$ cat config.mk
export PLATFORM = sky130hd
export DESIGN_NAME = turf_udp_tx_arbiter
export DESIGN_NICKNAME = d
export VERILOG_FILES = /design/src/rtl/turf_udp_pkg.sv /design/src/rtl/turf_rr_pick.sv /design/src/rtl/turf_udp_tx_arbiter.sv
export SDC_FILE = /design/constraint.sdc
export NUM_CORES = 1
export LEC_CHECK = 0
export CAP_MARGIN = 0
export CELL_PAD_IN_SITES_DETAIL_PLACEMENT = 0
export CELL_PAD_IN_SITES_GLOBAL_PLACEMENT = 1
export CORE_AREA = 2 2 310 312
export CTS_CLUSTER_DIAMETER = 80
export DETAILED_ROUTE_END_ITERATION = 16
export DIE_AREA = 0 0 312 314
export PLACE_DENSITY = 0.46
export SLEW_MARGIN = 25
export SYNTH_ARGS = -nofsm -noshare
export SYNTH_HDL_FRONTEND = slang
export SYNTH_SLANG_ARGS = --single-unit
export TNS_END_PERCENT = 30
$ cat constraint.sdc
create_clock -name clk -period 1.8 [get_ports clk]
set_input_delay 0.27 -clock clk [delete_from_list [all_inputs] [get_ports clk]]
set_output_delay 0.27 -clock clk [all_outputs]
set_load 0.005 [all_outputs]
$ cat src/rtl/turf_udp_pkg.sv
// Shared definitions for the TURF UDP transmit path.
//   - Header beat field layout (dst IP / dst port / UDP length).
//   - Stream widths for header, source port, payload and byte enables.
//   - State encoding for the transmit arbiter FSM.
package turf_udp_pkg;

    localparam int HDR_W   = 64;
    localparam int SPORT_W = 16;
    localparam int DATA_W  = 64;
    localparam int KEEP_W  = 8;

    localparam int HDR_IP_OFF   = 32;
    localparam int HDR_IP_W     = 32;
    localparam int HDR_PORT_OFF = 16;
    localparam int HDR_PORT_W   = 16;
    localparam int HDR_LEN_OFF  = 0;
    localparam int HDR_LEN_W    = 16;

    localparam logic [1:0] ST_IDLE = 2'd0;
    localparam logic [1:0] ST_HDR  = 2'd1;
    localparam logic [1:0] ST_DATA = 2'd2;

endpackage

$ cat src/rtl/turf_rr_pick.sv
// Round-robin first-set search.
// Scans req_i starting at last_grant_i+1 and wrapping modulo NUM_PORTS;
// the previous winner is examined last.
//   req_i        : request bits, one per port
//   last_grant_i : index of the most recently served port
//   idx_o        : index of the selected port (0 when nothing requested)
//   found_o      : at least one request bit set
module turf_rr_pick #(
    parameter int NUM_PORTS = 4,
    parameter int PORT_BITS = $clog2(NUM_PORTS)
) (
    input  logic [NUM_PORTS-1:0] req_i,
    input  logic [PORT_BITS-1:0] last_grant_i,
    output logic [PORT_BITS-1:0] idx_o,
    output logic                 found_o
);

    logic [PORT_BITS-1:0] cand;

    always_comb begin
        idx_o   = '0;
        found_o = 1'b0;
        cand    = '0;
        for (int i = 1; i <= NUM_PORTS; i++) begin
            cand = PORT_BITS'((int'(last_grant_i) + i) % NUM_PORTS);
            if (!found_o && req_i[cand]) begin
                idx_o   = cand;
                found_o = 1'b1;
            end
        end
    end

endmodule

$ cat src/rtl/turf_udp_tx_arbiter.sv
// Round-robin arbiter sharing the UDP core transmit path (header stream +
// 64-bit payload stream) among NUM_PORTS requesters. A grant is held from
// header acceptance through the payload tlast beat, so packets never
// interleave. Outputs are a pure mux of registered state/grant; no source
// tvalid reaches any source tready combinationally.
//
// Ports:
//   clk, rst_n                 : clock, async active-low reset
//   s_udphdr_*  (per port)     : header beat in (tdata, tuser=src port, tvalid/tready)
//   s_udpdata_* (per port)     : payload in (tdata, tkeep, tlast, tvalid/tready)
//   m_udphdr_*                 : header beat to UDP core
//   m_udpdata_*                : payload to UDP core
//   active_port                : current grant index
//   busy                       : packet in flight (HDR or DATA)
//   pkt_count                  : per-port 32-bit packet counters, only when
//                                TURF_UDP_ARB_STATS_EN is defined
//
// state   | meaning
// --------+-----------------------------------------------------------
// IDLE    | no grant; pick next requester round-robin after last_grant
// HDR     | granted port's header routed to core, waiting for handshake
// DATA    | granted port's payload routed to core until tlast handshake
module turf_udp_tx_arbiter
    import turf_udp_pkg::*;
#(
    parameter int NUM_PORTS = 4,
    parameter int PORT_BITS = $clog2(NUM_PORTS)
) (
    input  logic                          clk,
    input  logic                          rst_n,

    input  logic [NUM_PORTS*HDR_W-1:0]    s_udphdr_tdata,
    input  logic [NUM_PORTS*SPORT_W-1:0]  s_udphdr_tuser,
    input  logic [NUM_PORTS-1:0]          s_udphdr_tvalid,
    output logic [NUM_PORTS-1:0]          s_udphdr_tready,

    input  logic [NUM_PORTS*DATA_W-1:0]   s_udpdata_tdata,
    input  logic [NUM_PORTS*KEEP_W-1:0]   s_udpdata_tkeep,
    input  logic [NUM_PORTS-1:0]          s_udpdata_tlast,
    input  logic [NUM_PORTS-1:0]          s_udpdata_tvalid,
    output logic [NUM_PORTS-1:0]          s_udpdata_tready,

    output logic [HDR_W-1:0]              m_udphdr_tdata,
    output logic [SPORT_W-1:0]            m_udphdr_tuser,
    output logic                          m_udphdr_tvalid,
    input  logic                          m_udphdr_tready,

    output logic [DATA_W-1:0]             m_udpdata_tdata,
    output logic [KEEP_W-1:0]             m_udpdata_tkeep,
    output logic                          m_udpdata_tlast,
    output logic                          m_udpdata_tvalid,
    input  logic                          m_udpdata_tready,

    output logic [PORT_BITS-1:0]          active_port,
    output logic                          busy
`ifdef TURF_UDP_ARB_STATS_EN
    ,
    output logic [NUM_PORTS*32-1:0]       pkt_count
`endif
);

    logic [1:0]           state_q, state_d;
    logic [PORT_BITS-1:0] grant_q, grant_d;
    logic [PORT_BITS-1:0] last_grant_q, last_grant_d;

    logic [PORT_BITS-1:0] pick_idx;
    logic                 pick_found;
    logic                 hdr_hs;
    logic                 last_hs;

    logic [HDR_W-1:0]   hdr_data  [NUM_PORTS];
    logic [SPORT_W-1:0] hdr_user  [NUM_PORTS];
    logic [DATA_W-1:0]  dat_data  [NUM_PORTS];
    logic [KEEP_W-1:0]  dat_keep  [NUM_PORTS];

    genvar g;
    for (g = 0; g < NUM_PORTS; g++) begin : g_unpack
        assign hdr_data[g] = s_udphdr_tdata[g*HDR_W +: HDR_W];
        assign hdr_user[g] = s_udphdr_tuser[g*SPORT_W +: SPORT_W];
        assign dat_data[g] = s_udpdata_tdata[g*DATA_W +: DATA_W];
        assign dat_keep[g] = s_udpdata_tkeep[g*KEEP_W +: KEEP_W];
    end

    turf_rr_pick #(
        .NUM_PORTS (NUM_PORTS),
        .PORT_BITS (PORT_BITS)
    ) u_pick (
        .req_i        (s_udphdr_tvalid),
        .last_grant_i (last_grant_q),
        .idx_o        (pick_idx),
        .found_o      (pick_found)
    );

    // Data fields follow the grant unconditionally; only the valids are
    // qualified by state, which keeps the mux shallow.
    assign m_udphdr_tdata   = hdr_data[grant_q];
    assign m_udphdr_tuser   = hdr_user[grant_q];
    assign m_udphdr_tvalid  = (state_q == ST_HDR) && s_udphdr_tvalid[grant_q];
    assign m_udpdata_tdata  = dat_data[grant_q];
    assign m_udpdata_tkeep  = dat_keep[grant_q];
    assign m_udpdata_tlast  = s_udpdata_tlast[grant_q];
    assign m_udpdata_tvalid = (state_q == ST_DATA) && s_udpdata_tvalid[grant_q];

    assign active_port = grant_q;
    assign busy        = (state_q != ST_IDLE);

    assign hdr_hs  = m_udphdr_tvalid && m_udphdr_tready;
    assign last_hs = m_udpdata_tvalid && m_udpdata_tready && m_udpdata_tlast;

    always_comb begin
        s_udphdr_tready  = '0;
        s_udpdata_tready = '0;
        if (state_q == ST_HDR)  s_udphdr_tready[grant_q]  = m_udphdr_tready;
        if (state_q == ST_DATA) s_udpdata_tready[grant_q] = m_udpdata_tready;
    end

    always_comb begin
        state_d      = state_q;
        grant_d      = grant_q;
        last_grant_d = last_grant_q;
        case (state_q)
            ST_IDLE: begin
                if (pick_found) begin
                    grant_d = pick_idx;
                    state_d = ST_HDR;
                end
            end
            ST_HDR: begin
                if (hdr_hs) state_d = ST_DATA;
            end
            ST_DATA: begin
                if (last_hs) begin
                    last_grant_d = grant_q;
                    state_d      = ST_IDLE;
                end
            end
            default: state_d = ST_IDLE;
        endcase
    end

    // last_grant resets to the highest index so port 0 wins the first round.
    always_ff @(posedge clk or negedge rst_n) begin
        if (!rst_n) begin
            state_q      <= ST_IDLE;
            grant_q      <= '0;
            last_grant_q <= PORT_BITS'(NUM_PORTS - 1);
        end else begin
            state_q      <= state_d;
            grant_q      <= grant_d;
            last_grant_q <= last_grant_d;
        end
    end

`ifdef TURF_UDP_ARB_STATS_EN
    logic [31:0] pkt_cnt_q [NUM_PORTS];

    always_ff @(posedge clk or negedge rst_n) begin
        if (!rst_n) begin
            for (int p = 0; p < NUM_PORTS; p++) pkt_cnt_q[p] <= '0;
        end else begin
            for (int p = 0; p < NUM_PORTS; p++) begin
                if (last_hs && (grant_q == PORT_BITS'(p))) pkt_cnt_q[p] <= pkt_cnt_q[p] + 32'd1;
            end
        end
    end

    for (g = 0; g < NUM_PORTS; g++) begin : g_cnt_out
        assign pkt_count[g*32 +: 32] = pkt_cnt_q[g];
    end
`endif

endmodule

* Word level (Yosys, flattened, before mapping)
Cells that the tools add are included.
** Storage, ports and cells
- Logic and storage cells :: 81
- Output and inout port bits :: 166
- Input bits :: 624
- Register bits :: 6
** Operators by class
- Bitwise operators :: 3
- Mux-type cells :: 42
- Add/sub/neg operators :: 4
- Order comparisons :: 7
- Equality and inequality tests :: 5
- Reduce and logical (&&, ||, !) cells :: 17
** Operator list (number)
- binary-select mux 64 bit (select 2 bit) :: 2
- 2-to-1 mux 64 bit :: 4
- binary-select mux 16 bit (select 2 bit) :: 1
- 2-to-1 mux 16 bit :: 2
- binary-select mux 8 bit (select 2 bit) :: 1
- 2-to-1 mux 8 bit :: 2
- < comparator 2 x 3 -> 1 bit (second input constant) :: 5
- binary-select mux 1 bit (select 2 bit) :: 7
- 2-to-1 mux 2 bit :: 7
- 2-to-1 mux 1 bit :: 12
- logical AND 1 bit :: 9
- AND 4 bit :: 2
- 2-to-1 mux 4 bit :: 2
- != test 2 bit (second input constant) :: 3
- case mux 2 bit (3 select lines) :: 1
- adder 2 x 1 -> 2 bit (second input constant) :: 2
- adder 2 bit (second input constant) :: 2
- AND reduction 2 bit :: 2
- >= comparator 3 bit (second input constant) :: 1
- zero test 1 bit :: 3
- NOT 2 -> 3 bit :: 1
- AND reduction 3 bit :: 1
- demux 1 bit (select 2 bit) :: 1
- == test 2 x 1 -> 1 bit (second input constant) :: 1
- other kinds (4) :: 4

* Longest topological paths before layout
Gate-level depths: netlist of the first run.
- Depth in word-level cells :: 15
- Mapped depth :: 5
- Gate-level depth less buffers :: 4

* Hierarchy
A second synthesis of the first run with hierarchy kept.
** Second synthesis, totals
- Cell total of the unflattened synthesis :: 240
- Area, all modules :: 4131.5 um^2
** By module, submodules not included
- turf_udp_tx_arbiter :: times used 1, area each 4040.1 um^2, cells an instance 226, seq. area each 152.6 um^2
- turf_rr_pick :: times used 1, area each 91.3 um^2, cells an instance 14, seq. area each 0.0 um^2

* Worst setup path before layout of the first run
Ideal clock, no wire load.
- Kind :: register -> output
- Start point :: reg grant_q[0], in the netlist active_port[0]
- End point :: out m_udpdata_tdata[0]
- Required time :: 1.530 ns
- Data arrival time :: 1.424 ns
- Slack :: 0.106 ns
- Path buffers :: 3
- Stages on the path, launching flop included :: 5
- Cell sequence :: dfrtp_1 -> buf_6 -> buf_2 -> buf_4 -> mux4_2
** On the way
- Word-level cells in the longest chain between the ends :: 4
** Ends and longest elaborated chain
- start, declared :: RTL line turf_udp_tx_arbiter.sv:63 : logic [PORT_BITS-1:0] grant_q, grant_d;
- start signal, assigned :: RTL line turf_udp_tx_arbiter.sv:149 : grant_q <= grant_d;
- NOT 2 -> 3 bit (implied by the code) :: RTL line turf_udp_tx_arbiter.sv:99 : assign m_udpdata_tdata = dat_data[grant_q];
- binary-select mux 64 bit (select 2 bit) :: RTL line turf_udp_tx_arbiter.sv:99
- 2-to-1 mux 64 bit (implied by the code) (2 in a row) :: RTL line turf_udp_tx_arbiter.sv:99
- end, declared :: RTL line turf_udp_tx_arbiter.sv:48 : output logic [DATA_W-1:0] m_udpdata_tdata,
No other way between the ends. The select of a mux whose other input is x is not followed.

* Worst setup path in the final report of the first run
- Start point :: reg grant_q[0], in the netlist active_port[0]
- End point :: out m_udphdr_tvalid
** On the way
- Word-level cells in the longest chain between the ends :: 3
** Ends and longest elaborated chain
- binary-select mux 1 bit (select 2 bit) :: RTL line turf_udp_tx_arbiter.sv:98 : assign m_udphdr_tvalid = (state_q == ST_HDR) && s_udphdr_tvalid[grant_q];
- 2-to-1 mux 1 bit (implied by the code) :: RTL line turf_udp_tx_arbiter.sv:98
- logical AND 1 bit :: RTL line turf_udp_tx_arbiter.sv:98
- end, declared :: RTL line turf_udp_tx_arbiter.sv:45 : output logic m_udphdr_tvalid,
No other way between the ends. The select of a mux whose other input is x is not followed.

==> results of run 1 <==
[cell usage in the layout (no fill, tap or decap), types with 2 or more instances in the layout]
cell and instances:
a21oi_1 2, buf_12 19, buf_16 4, buf_2 31, buf_4 44, buf_6 64
buf_8 11, clkbuf_16 6, clkbuf_2 91, clkdlybuf4s15_2 3, clkdlybuf4s50_1 621, dfrtp_1 2
dfrtp_4 2, dfstp_2 2, diode_2 18, dlygate4sd2_1 6, dlymetal6s2s_1 8, inv_1 2
mux2_4 2, mux4_2 155, nand2_1 3, nand2b_1 3, nor2_1 11, nor2b_1 2
nor3_1 2
[per-stage QoR]
stage / util (%) / area, um2 / instances
6_report: 15.3 / 14400 / 2397
5_1_grt: 15.3 / 14400 / 2384
4_1_cts: 15.0 / 14100 / 2342
3_5_place_dp: 14.9 / 14100 / 2330
3_3_place_gp: 14.9 / 14100 / 2330
2_1_floorplan: - / 4120 / 241
[registers in the layout, indices dropped and copies added, names as in the netlist]
register and flops:
state_q 2, active_port 2, last_grant_q 2
[timing repair]
action                                 4_1_cts  5_1_grt
pin swaps                                    2        2
setup endpoints to repair                  168      164
endpoints found under the hold margin        0        0
gates resized for setup                    265      290
gates cloned                                 2        4
buffers inserted                             6       36
[worst max-delay path, stage by stage, from the launching register on]
cell and delay (ps):
dfrtp_4 510, buf_6 140, buf_6 110, buf_6 110, mux4_2 500, and3b_2 300
buf_6 130
[routing by layer]
layer,global-route usage [%],wire (um),vias to the layer above
li1,-,-,2964
met4,1.50,860,48
met3,7.13,9480,100
met1,17.5,29800,3460
met5,0,325,-
met2,20.7,31500,582
[logic make-up after synthesis]
kind of cell    share of synthesized area (%)
compound gates                           1.49
buf+inv                                  5.38
flops                                    3.70
mux                                      85.5
simple gates                             3.92
[power groups by stage]
stage	sequential (mW)	clock (mW)	combinational, mW
2_1_floorplan	0.268	0	5.15
3_3_place_gp	0.336	0	13.1
3_5_place_dp	0.341	0	13.0
4_1_cts	0.354	0.382	13.0
5_1_grt	0.371	0.395	14.3
6_report	0.351	0.372	13.5
[final timing paths]
kind | slack [ps] | from | to | depth (start not counted)
min reg2reg | 510 | state_q[1]$_DFFE_PN0P_ | state_q[0]$_DFFE_PN0P_ | 1
min | 310 | rst_n | state_q[0]$_DFFE_PN0P_ | 1
min in group clk | 510 | state_q[1]$_DFFE_PN0P_ | state_q[0]$_DFFE_PN0P_ | 1
max in group asynchronous | 1200 | rst_n | last_grant_q[0]$_DFFE_PN1P_ | 1
max reg2reg | -270 | active_port[0]$_DFFE_PN0P_ | last_grant_q[0]$_DFFE_PN1P_ | 8
max | -500 | active_port[0]$_DFFE_PN0P_ | m_udphdr_tvalid | 6
[cell type report]
type	count	area [um2]	area share, %
tap	1265	1580	11.0
multi-input combinational	197	3780	26.1
sequential	6	160	1.11
timing repair buffer	905	8790	60.9
inverter	2	7.51	0.0520
antenna	18	45.0	0.312
clock buffer	4	78.8	0.546
==> results.yml, run 1 <==
outcome:
  status: "complete, but fails checks"
  violations: "setup timing"
drt:
  drt-total-wl_um: 71900
  drtPass1Iterations: 4
  drt-wirelength-per-cell_um: 30.0
  drt_iter0_markers: 389
  ant_nets: 0
  num_vias: 7154
  vias_per_cell: 2.98
  drc: 0
power:
  power_frac_clock_pct: 2.6
  leakagePower_nw: 5.26
  vdd_drop_max_v: 0.000438
  switching_share_pct: 39.0
  power_frac_seq_pct: 2.5
  power_density_nw_per_um2: 986
  p_switching_mw: 5.56
  p_int_mw: 8.69
  share_comb_of_total_power_pct: 94.9
  power.total_mw: 14.2
sta:
  tns_ps: -51290
  layout_min_cycle_time_ps: 2300
  finalHoldViolCount: 0
  period_share_pct: 128
  max_slew_margin_pct: 77.2
  worst_slack_ps: -497
  hold_slack_ps: 308
  final_max_slew_viol_count: 0
  setup_viol_count_final: 159
  finalClockSkew_ps: 1.82
  rsz0062_at_grt: "true"
  tightest_slew_ps: 340
  timing.fmax_mhz: 435
die:
  start_util_pct: 4.36
  die_h_um: 314
  die_w_um: 312
  io_pins: 790
  core-area_um2: 94400
  rows: 113
  fp.dieArea_um2: 98000
grt:
  grt.total_usage_pct: 13.6
  grt_pass1_vias: 7519
  grt_pass1_wl_um: 85600
  grt_max_degree: 35
  grt-ovfl-total: 0
  antenna_found_initial: 79
finish:
  n_fill_cell: 10700
  syn2layout_area_growth_pct: 251
  nNetsFinal: 1739
  drive_above_1_share_pct: 39.4
worst_setup_path:
  crit_type: "register to output pin"
  required_ps: 1530
  worstPathArrival_ps: 2030
  crit_path_start_kind: "register"
  end_kind: "output pin"
  cp_max_fo: 5
yosys:
  ys_top_cells_by_area: "mux4_2, dfrtp_1, buf_2"
  synth.most_common_cell: "mux4_2"
  synth_common_cells: "mux4_2, buf_2, buf_4, nor2_1, clkbuf_1"
  yosys_warnings: 0
  ys_seq_elements: 6
  synth.cell_area_um2: 4120
  syn_inst: 241
  synth_largest_area_cell: "mux4_2"
  synth_edf_count: 0
  avgSynthCellArea_um2: 17.1
  async_flop_share_pct: 100
  ys_seq_area_share_pct: 3.70
  synthFlopType: "dfrtp_1"
  synth_top_cell_area_share_pct: 84.7
  synth.distinct_cells: 30
  syn-num-nets: 865
place:
  pre_cts_slack_ps: -551
  dp.final_hpwl_um: 65600
  numPortBuffers: 789
  place.gp.congestion: 0.940
flow_run:
  max-cap-violations: 0
cts:
  root_buffer: "clkbuf_16"
  clkTransAtPathRegs_ps: 30
  insertion_delay_ps: 230
  cts_tree: "yes"
  cts_buffer_depth: 2
  htree_levels: 1
  cts_num_sinks: 6
  cts_buffers: 3
  cts_hold_buffers: 0
worst_hold_path:
  holdCritPathClass: "input port to asynchronous set/reset pin"
Power figures use the tool's default switching activity.
==> inputs of run 2 (changes only) <==
--- a/config.mk
+++ b/config.mk
@@ -5,13 +5,13 @@
 export SDC_FILE = /design/constraint.sdc
 export NUM_CORES = 1
 export LEC_CHECK = 0
-export CAP_MARGIN = 0
+export CAP_MARGIN = 30
 export CELL_PAD_IN_SITES_DETAIL_PLACEMENT = 0
 export CELL_PAD_IN_SITES_GLOBAL_PLACEMENT = 1
-export CORE_AREA = 2 2 310 312
+export CORE_AREA = 2 2 307 309
 export CTS_CLUSTER_DIAMETER = 80
 export DETAILED_ROUTE_END_ITERATION = 16
-export DIE_AREA = 0 0 312 314
+export DIE_AREA = 0 0 309 311
 export PLACE_DENSITY = 0.46
 export SLEW_MARGIN = 25
 export SYNTH_ARGS = -nofsm -noshare
==> constraint.sdc (replaced) <==
create_clock -name clk -period 2.8 [get_ports clk]
set_input_delay 0.42 -clock clk [delete_from_list [all_inputs] [get_ports clk]]
set_output_delay 0.42 -clock clk [all_outputs]
set_load 0.005 [all_outputs]
==> results.yml, run 2 (synthesis gave the netlist of run 1 again) <==
grt:
  antenna_found_initial: 64
  top_usage_layer: "met2"
  grt-ovfl-total: 0
  grt_max_degree: 32
  gr-usage-met1_pct: 14.9
  grt_pass1_wl_um: 79600
  grt_pass1_vias: 7430
  grt.total_usage_pct: 12.7
  grtUsageMet3_pct: 6.46
  met2_usage_pct: 20.9
worst_setup_path:
  cp_num_cells: 4
  path_cells: "buf_12 -> buf_4 -> mux4_2 -> clkdlybuf4s50_1"
  crit_path_start_kind: "register"
  reg2reg_from: "active_port[1]$_DFFE_PN0P_"
  cp_max_fo: 30
  crit_buf_inv: 3
  cpLargestDelayFamily: "buffers and inverters"
  crit_type: "register to output pin"
  end_kind: "output pin"
  critPathMaxStageDelay_ps: 570
  crit_slowest_cell: "mux4_2"
  required_ps: 2380
  worstPathArrival_ps: 2290
  cp-startpoint: "active_port[0]$_DFFE_PN0P_"
  rr_worst_depth: 5
sta:
  period_share_pct: 96.9
  max_slew_margin_pct: 74.8
  rsz0062_at_grt: "false"
  tightest_slew_ps: 377
  setup_viol_count_final: 0
  final_max_slew_viol_count: 0
  layout_min_cycle_time_ps: 2710
  finalHoldViolCount: 0
  tns_ps: 0
  worst_slack_ps: 87.9
  finalClockSkew_ps: 2.61
  timing.fmax_mhz: 369
die:
  die_w_um: 309
  fp.dieArea_um2: 96100
  io_pins: 790
  start_util_pct: 4.44
  rows: 112
  core-area_um2: 92800
  die_h_um: 311
cts:
  cts_hold_buffers: 0
  htree_levels: 1
  clkTransAtPathRegs_ps: 40
  cts_setup_buffers: 0
  insertion_delay_ps: 230
  cts_buffer_depth: 2
  cts_resized: 0
  cts_tree: "yes"
  root_buffer: "clkbuf_16"
  cts_buffers: 3
  cts_num_sinks: 6
finish:
  mostFrequentLayoutCells: "clkdlybuf4s50_1, mux4_2, buf_4"
  seqCellArea_um2: 160
  n_fill_cell: 10400
  multi_input_area_um2: 3750
  syn2layout_area_growth_pct: 238
  final_common_cell: "clkdlybuf4s50_1"
  drive_above_1_share_pct: 19.8
  nNetsFinal: 1661
drt:
  drt_iter0_markers: 282
  drt-total-wl_um: 64700
  ant_nets: 0
  drtPass1Iterations: 6
  num_vias: 6769
  vias_per_cell: 2.92
  drt-wirelength-per-cell_um: 27.9
  drc: 0
place:
  dp.final_hpwl_um: 61100
  numPortBuffers: 789
  place.gp.congestion: 0.901
  pre_cts_slack_ps: 169
outcome:
  status: "finished, final reports clean"
flow_run:
  max-cap-violations: 0
power:
  power_density_nw_per_um2: 598
  leakagePower_nw: 4.52
  vdd_drop_max_v: 0.000419
  power.total_mw: 8.32
worst_hold_path:
  holdCritPathClass: "input port to asynchronous set/reset pin"
## run 2: power breakdown
| group | internal, mW | switching, mW | total, mW |
|---|---|---|---|
| clock | 0.189 | 0.0481 | 0.237 |
| sequential | 0.145 | 0.0899 | 0.235 |
| combinational | 4.94 | 2.91 | 7.85 |
| total | 5.27 | 3.05 | 8.32 |
## run 2: cell type report
type	count	share of cell area, %
well taps	1254	11.3
diodes	25	0.449
inverters	2	0.0539
flip-flops and latches	6	1.15
multi-input cells	197	26.9
clock buffers	4	0.566
repair buffers	827	59.6
## run 2: layer usage
metal	share of wire (%)	up-vias
met5	0.30	-
met4	1.4	30
met3	14	74
met2	46	568
met1	38	3284
li1	-	2813
## run 2: per-stage QoR
| step | utilization (%) | hold slack (ps) | area [um2] | std cells |
|---|---|---|---|---|
| detailed placement | 14.9 | 472 | 13800 | 2286 |
| CTS | 14.9 | 477 | 13900 | 2290 |
| global placement | 14.9 | 475 | 13800 | 2286 |
| global route | 15.0 | 511 | 13900 | 2297 |
| finish | 15.0 | 479 | 13900 | 2315 |
| floorplan | - | 124 | 4120 | 241 |
## run 2: final timing paths
path,endpoint,slack (ps)
max,m_udphdr_tdata[47],90
min,state_q[0]$_DFFE_PN0P_,480
max in group asynchronous,last_grant_q[0]$_DFFE_PN1P_,2010
min in group clk,state_q[0]$_DFFE_PN0P_,480
max reg2reg,last_grant_q[1]$_DFFE_PN1P_,860
min reg2reg,state_q[0]$_DFFE_PN0P_,480
## run 2: worst reg2reg max path, delay by kind of cell (launching register included)
family                 cells  cell delay [ps]
buffers and inverters      2              480
flip-flops                 1              560
multiplexers               2              680
AND/OR/NAND/NOR            1              150
==> inputs of run 3 (changes only) <==
--- a/config.mk
+++ b/config.mk
@@ -16,5 +16,6 @@
 export SLEW_MARGIN = 25
 export SYNTH_ARGS = -nofsm -noshare
 export SYNTH_HDL_FRONTEND = slang
+export SYNTH_HIERARCHICAL = 1
 export SYNTH_SLANG_ARGS = --single-unit
 export TNS_END_PERCENT = 30
==> results.yml, run 3 <==
sta:
  setup_viol_count_final: 0
  finalClockSkew_ps: 1.53
  timing.fmax_mhz: 376
  finalHoldViolCount: 0
  tns_ps: 0
  layout_min_cycle_time_ps: 2660
  rsz0062_at_grt: "false"
  period_share_pct: 95.1
  max_slew_margin_pct: 65.8
  tightest_slew_ps: 509
  final_max_slew_viol_count: 0
drt:
  drc: 0
  drt-total-wl_um: 58900
  drt_iter0_markers: 345
  num_vias: 6659
  ant_nets: 0
  vias_per_cell: 2.90
  wl_met1_um: 24800
  wl_met2_um: 27300
  drt-wirelength-per-cell_um: 25.7
  dr_wl_met3_um: 6230
  top_layer: "met5"
  drtPass1Iterations: 4
power:
  power_frac_clock_pct: 2.8
  p_switching_mw: 3.09
  switching_share_pct: 36.5
  leakagePower_nw: 4.53
  p_int_mw: 5.38
  vdd_drop_max_v: 0.000313
  power_density_nw_per_um2: 611
  share_comb_of_total_power_pct: 94.3
  power_frac_seq_pct: 2.9
cts:
  htree_levels: 1
  cts_buffer_depth: 2
  cts_tree: "yes"
  insertion_delay_ps: 230
  cts_setup_buffers: 0
  cts_buffers: 3
  cts_hold_buffers: 0
  cts_num_sinks: 6
  clkTransAtPathRegs_ps: 40
  cts_resized: 0
  root_buffer: "clkbuf_16"
yosys:
  synthFlopType: "dfrtp_1"
  syn-num-nets: 864
  synth_top_cell_area_share_pct: 84.5
  ys_seq_area_share_pct: 3.69
  synth.distinct_cells: 29
  synth.most_common_cell: "mux4_2"
  ys_top_cells_by_area: "mux4_2, dfrtp_1, buf_2"
  syn_inst: 240
  async_flop_share_pct: 100
  synth_common_cells: "mux4_2, buf_2, buf_4"
  ys_seq_elements: 6
  yosys_warnings: 6
  avgSynthCellArea_um2: 17.2
  synth.cell_area_um2: 4130
  synth_edf_count: 0
  synth_largest_area_cell: "mux4_2"
finish:
  syn2layout_area_growth_pct: 236
  drive_above_1_share_pct: 19.8
  nNetsFinal: 1654
  mostFrequentLayoutCells: "clkdlybuf4s50_1, mux4_2, buf_4"
  instances_no_fill: 2294
  final_common_cell: "clkdlybuf4s50_1"
  fin_util_pct: 15.0
  final_area_um2: 13900
die:
  start_util_pct: 4.45
  die_h_um: 311
  core-area_um2: 92800
  die_w_um: 309
  fp.dieArea_um2: 96100
  rows: 112
  io_pins: 790
grt:
  grt.total_usage_pct: 11.5
  grt_pass1_wl_um: 73400
  grt_pass1_vias: 7414
  grt-ovfl-total: 0
  grt_max_degree: 56
  antenna_found_initial: 48
worst_setup_path:
  crit_type: "register to output pin"
  worstPathArrival_ps: 2240
  required_ps: 2380
  reg2reg_from: "active_port[0]$_DFFE_PN0P_"
  crit_path_start_kind: "register"
  cp_max_fo: 23
  end_kind: "output pin"
  cp-startpoint: "active_port[0]$_DFFE_PN0P_"
place:
  dp.final_hpwl_um: 55400
  placed_area_um2: 13800
  place.gp.congestion: 0.888
  numPortBuffers: 789
  dpl.cell_count: 2279
flow_run:
  max-cap-violations: 0
outcome:
  status: "finished, final reports clean"
worst_hold_path:
  holdCritPathClass: "input port to asynchronous set/reset pin"
-- run 3: cell families after synthesis --
| kind of cell | Yosys count | synth area share [%] |
|---|---|---|
| muxes | 160 | 85.8 |
| buffers and inverters | 39 | 5.45 |
| and+or+nand+nor | 28 | 3.63 |
| AOI/OAI and AO/OA | 7 | 1.39 |
| DFF | 6 | 3.69 |
-- run 3: area by class of cell --
type                    instances  area, um2
inverters                       3       11.3
multi-input cells             195       3750
flip-flops and latches          6        160
repair buffers                821       8280
clock buffers                   4       78.8
fillers                     10400      78900
well taps                    1254       1570
diodes                         11       27.5
-- run 3: critical path, stage by stage, from the launching register on --
cell             delay (ps)
dfrtp_4                 430
buf_12                  200
buf_12                  240
mux4_2                  530
clkdlybuf4s50_1         530
-- run 3: worst paths after layout --
| check | cells past startpoint | end | slack [ps] |
|---|---|---|---|
| min | 1 | state_q[0]$_DFFE_PN0P_ | 440 |
| max | 4 | m_udphdr_tuser[12] | 140 |
| min reg2reg | 1 | state_q[0]$_DFFE_PN0P_ | 500 |
| min in group clk | 1 | state_q[0]$_DFFE_PN0P_ | 500 |
| max in group asynchronous | 1 | last_grant_q[1]$_DFFE_PN1P_ | 2090 |
| max reg2reg | 4 | last_grant_q[1]$_DFFE_PN1P_ | 980 |
-- run 3: stage by stage --
step | power (mW) | hold slack [ps] | setup WS (ps)
after floorplan | 3.56 | 124 | 956
after global placement | 8.44 | 478 | 169
after detailed placement | 8.41 | 489 | 176
after CTS | 8.70 | 448 | 73.9
after global routing | 9.01 | 472 | 31.9
final | 8.47 | 441 | 138
-- run 3: metal layers --
layer	GRT usage (%)	vias up
met4	1.15	20
li1	-	2773
met1	14.8	3276
met5	0.607	-
met3	4.18	54
met2	19.0	536
-- run 3: power groups by stage --
stage,Sequential (mW),Clock [mW],Combinational (mW)
2_1_floorplan,0.167,0,3.39
3_3_place_gp,0.247,0,8.19
3_5_place_dp,0.249,0,8.16
4_1_cts,0.250,0.241,8.21
5_1_grt,0.256,0.248,8.51
6_report,0.244,0.238,7.99
